File: config.mk
export PLATFORM = sky130hd
export DESIGN_NAME = pipeline_step_ctrl
export DESIGN_NICKNAME = d
export VERILOG_FILES = /design/src/rtl/pipeline_step_ctrl_pkg.sv /design/src/rtl/sat_counter.sv /design/src/rtl/pipeline_step_ctrl.sv
export SDC_FILE = /design/constraint.sdc
export NUM_CORES = 1
export LEC_CHECK = 0
export BUFFER_PORTS_ARGS = -buffer_cell sky130_fd_sc_hd__buf_2
export CORE_ASPECT_RATIO = 0.9
export CORE_UTILIZATION = 35
export CTS_BUF_LIST = sky130_fd_sc_hd__clkbuf_2 sky130_fd_sc_hd__clkbuf_4 sky130_fd_sc_hd__clkbuf_8
export CTS_CLUSTER_SIZE = 10
export DETAILED_ROUTE_END_ITERATION = 10
export PLACE_DENSITY = 0.56
export SYNTH_ARGS = -nofsm -noshare
export SYNTH_HDL_FRONTEND = slang
export SYNTH_HIERARCHICAL = 1
export SYNTH_SLANG_ARGS = --single-unit
File: constraint.sdc
create_clock -name i_clk -period 6.55 [get_ports i_clk]
set_input_delay 0.655 -clock i_clk [delete_from_list [all_inputs] [get_ports i_clk]]
set_output_delay 0.655 -clock i_clk [all_outputs]
set_load 0.01 [all_outputs]
File: src/rtl/pipeline_step_ctrl_pkg.sv
// Shared debug-unit definitions: run-control state and command encodings.
// Latency: n/a (constants, types and a pure decode function only).
// Backpressure: n/a.
package pipeline_step_ctrl_pkg;

    // Debug command encodings, also decoded by the UART debug front end.
    localparam logic [1:0] CMD_NOP  = 2'b00;
    localparam logic [1:0] CMD_RUN  = 2'b01;
    localparam logic [1:0] CMD_STEP = 2'b10;
    localparam logic [1:0] CMD_STOP = 2'b11;

    // Run-control state encodings, visible to the host through o_state.
    typedef enum logic [2:0] {
        ST_IDLE  = 3'd0,
        ST_RUN   = 3'd1,
        ST_STEP  = 3'd2,
        ST_DRAIN = 3'd3,
        ST_DONE  = 3'd4
    } state_t;

    // States in which the pipeline is allowed to advance.
    function automatic logic state_advances(input state_t st);
        return (st == ST_RUN) || (st == ST_STEP) || (st == ST_DRAIN);
    endfunction

endpackage

File: src/rtl/sat_counter.sv
// Saturating up-counter: counts enabled cycles and sticks at all-ones.
// Latency: count reflects an enabled cycle on the following rising edge.
// Backpressure: none; enable is sampled every cycle.
module sat_counter #(
    parameter int WIDTH = 32
) (
    input  logic             i_clk,
    input  logic             i_reset,
    input  logic             en,
    output logic [WIDTH-1:0] count
);

    // Increment on enable unless already at the ceiling, so the count never wraps.
    always_ff @(posedge i_clk) begin
        if (i_reset) begin
            count <= '0;
        end else if (en && (count != {WIDTH{1'b1}})) begin
            count <= count + WIDTH'(1);
        end
    end

endmodule

File: src/rtl/pipeline_step_ctrl.sv
// Debug run-control: RUN/STEP/STOP commands gate the pipeline step enable; HALT drains the pipe.
// Latency: accepted command or sampled halt changes o_step one cycle later (Moore outputs).
// Backpressure: o_cmd_ready low in STEP/DRAIN/DONE; commands offered then are dropped, not queued.
module pipeline_step_ctrl
    import pipeline_step_ctrl_pkg::*;
#(
    parameter int BITS_SIZE    = 32,
    parameter int DRAIN_CYCLES = 4,
    parameter int CNT_W        = 3
) (
    input  logic                 i_clk,
    input  logic                 i_reset,
    input  logic                 i_cmd_valid,
    input  logic [1:0]           i_cmd,
    output logic                 o_cmd_ready,
    input  logic                 i_halt,
    output logic                 o_step,
    output logic [2:0]           o_state,
    output logic [BITS_SIZE-1:0] o_cycle_count,
    output logic                 o_done
);

    state_t             state_q;
    state_t             state_d;
    logic [CNT_W-1:0]   drain_cnt_q;
    logic [CNT_W-1:0]   drain_cnt_d;
    logic               done_q;
    logic               done_d;
    logic               cmd_acc;

    // Handshake completes only while the FSM is willing to take a command.
    assign cmd_acc = i_cmd_valid && o_cmd_ready;

    // Moore output decode from the current state.
    always_comb begin
        o_step      = state_advances(state_q);
        o_cmd_ready = (state_q == ST_IDLE) || (state_q == ST_RUN);
    end

    // Next-state logic; halt takes priority over any command because it is a
    // property of the instruction stream, not a host request.
    always_comb begin
        state_d     = state_q;
        drain_cnt_d = drain_cnt_q;
        done_d      = 1'b0;
        unique case (state_q)
            ST_IDLE: begin
                if (cmd_acc && (i_cmd == CMD_RUN)) begin
                    state_d = ST_RUN;
                end else if (cmd_acc && (i_cmd == CMD_STEP)) begin
                    state_d = ST_STEP;
                end
            end
            ST_RUN: begin
                if (i_halt) begin
                    state_d     = ST_DRAIN;
                    drain_cnt_d = CNT_W'(DRAIN_CYCLES);
                end else if (cmd_acc && (i_cmd == CMD_STOP)) begin
                    state_d = ST_IDLE;
                end
            end
            ST_STEP: begin
                if (i_halt) begin
                    state_d     = ST_DRAIN;
                    drain_cnt_d = CNT_W'(DRAIN_CYCLES);
                end else begin
                    state_d = ST_IDLE;
                end
            end
            ST_DRAIN: begin
                // The counter holds the drain cycles still owed including this one.
                drain_cnt_d = (drain_cnt_q == '0) ? '0 : drain_cnt_q - CNT_W'(1);
                if (drain_cnt_q <= CNT_W'(1)) begin
                    state_d = ST_DONE;
                end
            end
            ST_DONE: begin
                state_d = ST_DONE;
            end
            default: begin
                state_d = ST_IDLE;
            end
        endcase
        done_d = (state_d == ST_DONE) && (state_q != ST_DONE);
    end

    // State, drain counter and done pulse registers; reset overrides everything.
    always_ff @(posedge i_clk) begin
        if (i_reset) begin
            state_q     <= ST_IDLE;
            drain_cnt_q <= '0;
            done_q      <= 1'b0;
        end else begin
            state_q     <= state_d;
            drain_cnt_q <= drain_cnt_d;
            done_q      <= done_d;
        end
    end

    assign o_state = state_q;
    assign o_done  = done_q;

    sat_counter #(
        .WIDTH (BITS_SIZE)
    ) u_cycle_cnt (
        .i_clk   (i_clk),
        .i_reset (i_reset),
        .en      (o_step),
        .count   (o_cycle_count)
    );

endmodule

Word-level counts from Yosys, hierarchy flattened
Index checks and enable logic that the tools add are counted.

word-level totals
  output and inout port bits = 38
  register bits = 39

operators by class
  muxes and demuxes = 10
  reduce and logical (&&, ||, !) cells = 14
  add/sub/neg operators = 2
  magnitude comparators = 1
  eq/ne operators = 11

operator list
  kind                                                                    number
  32-bit by 1-bit adder with 32-bit output (second input constant)        1
  32-bit != test (second input constant)                                  1
  3-bit 2-to-1 mux                                                        7
  3-bit case mux with 5 select lines                                      1
  3-bit by 2-bit == test with 1-bit output (second input constant)        2
  3-bit == test (second input constant)                                   2
  1-bit logical AND                                                       6
  3-bit zero test                                                         2
  3-bit case mux with 2 select lines                                      1
  2-bit == test (second input constant)                                   2
  3-bit by 1-bit == test with 1-bit output (second input constant)        1
  3-bit by 1-bit <= comparator with 1-bit output (second input constant)  1
  1-bit logical OR                                                        3
  3-bit != test (second input constant)                                   1
  3-bit by 1-bit subtractor with 3-bit output (second input constant)     1
  2-bit by 1-bit == test with 1-bit output (second input constant)        1
  2-bit 2-to-1 mux                                                        1
  2-bit by 1-bit != test with 1-bit output (second input constant)        1
  2-bit AND reduction                                                     1
  2-bit nonzero test                                                      1
  2-bit OR reduction                                                      1

Logic depth before layout (Yosys ltp)
  word-level depth = 9
  depth in mapped cells = 8
  mapped depth without buffers = 7

Modules after synthesis
Netlist, hierarchy kept.

modules (own cells, without submodules)
  module              times used  seq. area each (sq um)  area each (sq um)  cells an instance
  sat_counter         1           640.6                   1674.1             199
  pipeline_step_ctrl  1           140.1                   416.6              51

Least setup slack after synthesis
OpenSTA, ideal clock, no wires.

  path type = register to register
  start point = register state_q[0], in the netlist o_state[0]
  end point = register u_cycle_cnt.count[31]
  cell stages (with the launch flop) = 9
  arrival = 2.424 ns
  buffers on the path = 1
  period minus slack after synthesis = 2.544 ns
  slack = 4.006 ns
  path through = dfxtp_1 buf_6 nor2_1 nor2_1 nand4_1 nor4_2 nand4_1 nor4_1 mux2_2

on the way
  longest elaborated chain between the ends = 4
  elaborated cells between the ends (all ways) = 6
  classes of those cells = eq/ne (3); reduce/logical (3)

ends and longest elaborated chain
  element                                                                                               RTL line                      source
  start, declared                                                                                       pipeline_step_ctrl.sv:23      state_t state_q;
  start signal, assigned                                                                                pipeline_step_ctrl.sv:94      state_q <= state_d;
  3-bit by 1-bit == test with 1-bit output or 3-bit by 2-bit == test with 1-bit output (tied branches)  pipeline_step_ctrl_pkg.sv:23  return (st == ST_RUN) || (st == ST_STEP) || (st == ST_DRAIN);
  1-bit logical OR                                                                                      pipeline_step_ctrl_pkg.sv:23
  1-bit logical OR *                                                                                    pipeline_step_ctrl_pkg.sv:23
  net o_step                                                                                            pipeline_step_ctrl.sv:17      output logic o_step,
  1-bit logical AND *                                                                                   sat_counter.sv:17             end else if (en && (count != {WIDTH{1'b1}})) begin
  end signal, assigned                                                                                  sat_counter.sv:18             count <= count + WIDTH'(1);
  end, declared                                                                                         sat_counter.sv:10             output logic [WIDTH-1:0] count

Mark *: on every way through the listed nets, which the timed path passes. The rest lies on a longest branch.
A chain may end at the register's enable or synchronous reset.

Worst setup path after layout
  start point = register state_q[0], in the netlist o_state[0]
  end point = register u_cycle_cnt.count[31]

on the way
  longest elaborated chain between the ends = 4
  elaborated cells between the ends (all ways) = 6
  classes of those cells = eq/ne (3); reduce/logical (3)

ends and longest elaborated chain
  element                                                                                               RTL line
  3-bit by 1-bit == test with 1-bit output or 3-bit by 2-bit == test with 1-bit output (tied branches)  pipeline_step_ctrl_pkg.sv:23
  1-bit logical OR                                                                                      pipeline_step_ctrl_pkg.sv:23
  1-bit logical OR *                                                                                    pipeline_step_ctrl_pkg.sv:23
  1-bit logical AND *                                                                                   sat_counter.sv:17

Every way passes the cells marked *; elsewhere a longest branch is shown, timed or not.

==> results.sh <==
export IMPL_ys_seq_area_share_pct=37.3
export IMPL_syn_nets=259
export IMPL_r2r_setup_slack_ns=3.70
export IMPL_total_power_mw=0.478
export IMPL_design_portCount=44
export IMPL_synth_cells_most_frequent="sky130_fd_sc_hd__dfxtp_1, sky130_fd_sc_hd__a21oi_1, sky130_fd_sc_hd__nor2_1, sky130_fd_sc_hd__nand3_1"
export IMPL_hold_path_startpoint="u_cycle_cnt/count[27]"
export IMPL_max_freq_mhz=350
export IMPL_globalRouteOverflowTotal=0
export IMPL_synth_distinct_cells=47
export IMPL_nature_of_the_critical_path_startpoint="flip-flop"
export IMPL_power_density_nw_per_um2=196
export IMPL_initial_antenna_violation_count=0
export IMPL_cts_clk_slew_worst_paths_ns=0.07
export IMPL_grt_start_max_net_pins=43
export IMPL_p_int_mw=0.362
export IMPL_netlist_area_leader_share_pct=37.3
export IMPL_fin_setup_tns_ns=0
export IMPL_vias_in_the_first_global_route=1631
export IMPL_power_frac_clock_pct=37.7
export IMPL_cellLeakagePower_nw=0.880
export IMPL_grt_first_pass_wirelength_um=8000
export IMPL_netlist_instances=250
export IMPL_p_comb_share_pct=9.4
export IMPL_worstSkewPairLatency_ns=0.28
export IMPL_drt_wirelength_per_cell_um=13.7
export IMPL_cts_tree="done"
export IMPL_fin_nets=296
export IMPL_swShare_pct=24.3
export IMPL_route_detailed_drc=0
export IMPL_buffer_levels_on_the_longest_clock_path=2
export IMPL_place_congestion=0.730
export IMPL_synthesis_area_sq_um=2090
export IMPL_worstReg2RegStart="o_state[0]"
export IMPL_synth_top_flop_cell="sky130_fd_sc_hd__dfxtp_1"
export IMPL_netSwitchingPower_mw=0.116
export IMPL_fp_dieH_um=75.3
export IMPL_regToRegEndpoint="u_cycle_cnt/count[31]"
export IMPL_share_of_flip_flops_with_an_asynchronous_set_or_reset_after_synthesis_pct=0
export IMPL_timing_worst_setup_path_type="flip-flop to flip-flop"
export IMPL_cts_hold_buffers=0
export IMPL_postCtsResizedCells=0
export IMPL_detail_route_antenna_nets=0
export IMPL_synth_largest_area_cell="sky130_fd_sc_hd__dfxtp_1"
export IMPL_synthesis_yosys_warnings=6
export IMPL_worst_slew_pin_transition_ns=1.00
export IMPL_ff_latch_count_synth=39
export IMPL_slew_headroom_pct=32.6
export IMPL_start_util_pct=36.5
export IMPL_cts_root_buffer_cell="sky130_fd_sc_hd__clkbuf_8"
export IMPL_cp_end_kind="flip-flop"
export IMPL_worst_slack_placed_ns=3.73
export IMPL_final_hold_viol_count=0
export IMPL_worstRegToRegCells=7
export IMPL_clock_tree_htree_level_count=2
export IMPL_syn_to_final_growth_pct=16.6
export IMPL_drt_iter0_drc=115
export IMPL_synth_avg_cell_area_sq_um=8.36
export IMPL_seq_pwr_share_pct=52.9
export IMPL_timing_final_max_slew_violations=0
export IMPL_min_delay_path_class="flip-flop to flip-flop"
export IMPL_holdPathEnd="u_cycle_cnt/count[27]"
export IMPL_yosys_top_cells_area="sky130_fd_sc_hd__dfxtp_1, sky130_fd_sc_hd__a21oi_1, sky130_fd_sc_hd__o31ai_1, sky130_fd_sc_hd__or4_1, sky130_fd_sc_hd__nor2_1"
export IMPL_worst_endpoint_arrival_ns=3.03
export IMPL_cts_repair_timing_setup_buffer_count=0
export IMPL_cts_made_buffers=5
export IMPL_period_needed_ns=2.85
export IMPL_routed_wl_um=4920
export IMPL_outcome="finished, final reports clean"
export IMPL_grt_total_usage_pct=15.9
export IMPL_routed_via_density=5.42
export IMPL_cap_violations=0
export IMPL_min_delay_path_depth=2
export IMPL_die_x_um=83.5
export IMPL_core_utilization_of_the_finished_layout_pct=42.6
export IMPL_setup_repair_after_global_routing_missed_its_margin="false"
export IMPL_rows=26
export IMPL_fraction_of_final_layout_cells_sized_beyond_drive_strength_1_pct=22.2
export IMPL_maximum_vdd_drop_mv=0.113
export IMPL_final_ws_setup_ns=3.70
export IMPL_core_area_sq_um=5730
export IMPL_route_vias_total=1942
export IMPL_synth_edf_count=0
export IMPL_buffer_ports_inserted=43
export IMPL_detail_route_first_pass_iterations=4
export IMPL_post_synth_top_count_cell="sky130_fd_sc_hd__dfxtp_1"
export IMPL_crit_path_max_fanout=10
export IMPL_timing_clock_skew_ns=0.00264
export IMPL_tritoncts_sink_count=39
export IMPL_num_fill_cells=580
export IMPL_layout_worst_path_cycle_share_pct=43.6
export IMPL_hpwl_um=3500
export IMPL_antenna_diode_count=0
export IMPL_dieArea_sq_um=6290
export IMPL_cp_required_ns=6.72
export IMPL_finalSetupViolCount=0
-- stage by stage --
stage / hold WS [ns] / area, sq um / cells
floorplan: 0.457 / 2090 / 250
global placement: 0.485 / 2330 / 350
detailed placement: 0.493 / 2330 / 350
CTS: 0.506 / 2440 / 358
global route: 0.518 / 2440 / 358
finish: 0.506 / 2440 / 358
-- placed cells by master, fill, tap and decap left out, types with 2 or more instances in the layout --
cell type,Yosys,final
sky130_fd_sc_hd__a2111oi_0,2,2
sky130_fd_sc_hd__a21oi_1,26,26
sky130_fd_sc_hd__a311oi_1,2,2
sky130_fd_sc_hd__a31oi_1,2,2
sky130_fd_sc_hd__and3_1,3,3
sky130_fd_sc_hd__and4_1,4,4
sky130_fd_sc_hd__buf_2,4,43
sky130_fd_sc_hd__clkbuf_8,0,7
sky130_fd_sc_hd__dfxtp_1,39,39
sky130_fd_sc_hd__ha_1,3,3
sky130_fd_sc_hd__inv_1,6,6
sky130_fd_sc_hd__mux2i_1,3,3
sky130_fd_sc_hd__nand2_1,12,12
sky130_fd_sc_hd__nand3_1,13,13
sky130_fd_sc_hd__nand4_1,10,10
sky130_fd_sc_hd__nor2_1,23,23
sky130_fd_sc_hd__nor2b_1,2,2
sky130_fd_sc_hd__nor3_1,8,8
sky130_fd_sc_hd__nor3b_1,2,2
sky130_fd_sc_hd__nor4_1,4,3
sky130_fd_sc_hd__nor4_2,1,2
sky130_fd_sc_hd__o21ai_0,10,10
sky130_fd_sc_hd__o31ai_1,12,12
sky130_fd_sc_hd__or2_2,2,2
sky130_fd_sc_hd__or3_1,10,10
sky130_fd_sc_hd__or4_1,12,12
sky130_fd_sc_hd__xnor2_1,6,6
-- registers in the layout (all words and copies together) (netlist names) --
register and count:
u_cycle_cnt/count 32, drain_cnt_q 3, o_state 3, o_done 1
-- critical path, cell delays in order, from the launching register on --
cell                      delay [ns]
sky130_fd_sc_hd__dfxtp_1        0.54
sky130_fd_sc_hd__nor2_1         0.11
sky130_fd_sc_hd__nor2_1         0.32
sky130_fd_sc_hd__nand4_1        0.39
sky130_fd_sc_hd__nor4_2         0.58
sky130_fd_sc_hd__nand4_1        0.15
sky130_fd_sc_hd__nor4_1         0.28
sky130_fd_sc_hd__mux2_2         0.37
-- cells by family after synthesis --
family | synth area share [%]
compound gates | 18.4
xor+xnor | 2.93
fa+ha+maj | 1.80
buf+inv | 4.55
flops | 37.3
mux | 2.51
simple gates | 32.5
-- worst max path at each step --
| stage | depth (start not counted) | end | from | slack, ns |
|---|---|---|---|---|
| 2_1_floorplan | 8 | u_cycle_cnt/count[31] | o_state[0] | 4.01 |
| 3_3_place_gp | 7 | u_cycle_cnt/count[31] | o_state[1] | 3.81 |
| 3_5_place_dp | 7 | u_cycle_cnt/count[31] | o_state[1] | 3.73 |
| 4_1_cts | 7 | u_cycle_cnt/count[31] | o_state[0] | 3.73 |
| 5_1_grt | 7 | u_cycle_cnt/count[29] | o_state[1] | 3.44 |
| 6_report | 7 | u_cycle_cnt/count[31] | o_state[0] | 3.70 |
-- per-layer routing --
| metal | routed length (um) | share of wire [%] | track usage [%] |
|---|---|---|---|
| met3 | 241 | 4.9 | 3.47 |
| met5 | 0 | 0 | 0 |
| met1 | 2570 | 52 | 22.5 |
| met2 | 2090 | 42 | 24.5 |
| met4 | 27 | 0.55 | 5.08 |
-- final cells by class --
class,count,area (sq um),share of cell area [%]
repair buffers,44,223,9.13
flip-flops and latches,39,781,32.0
well taps,70,87.6,3.59
clock buffers,8,104,4.26
multi-input cells,191,1220,50.1
inverters,6,22.5,0.924
-- power groups by stage --
stage / Sequential, mW / Combinational, mW / Clock [mW]
3_3_place_gp: 0.258 / 0.0455 / 0
2_1_floorplan: 0.255 / 0.0365 / 0
4_1_cts: 0.253 / 0.0459 / 0.188
6_report: 0.253 / 0.0451 / 0.180
5_1_grt: 0.254 / 0.0510 / 0.196
3_5_place_dp: 0.258 / 0.0456 / 0
Note: power is estimated with default switching activity, not from simulation.
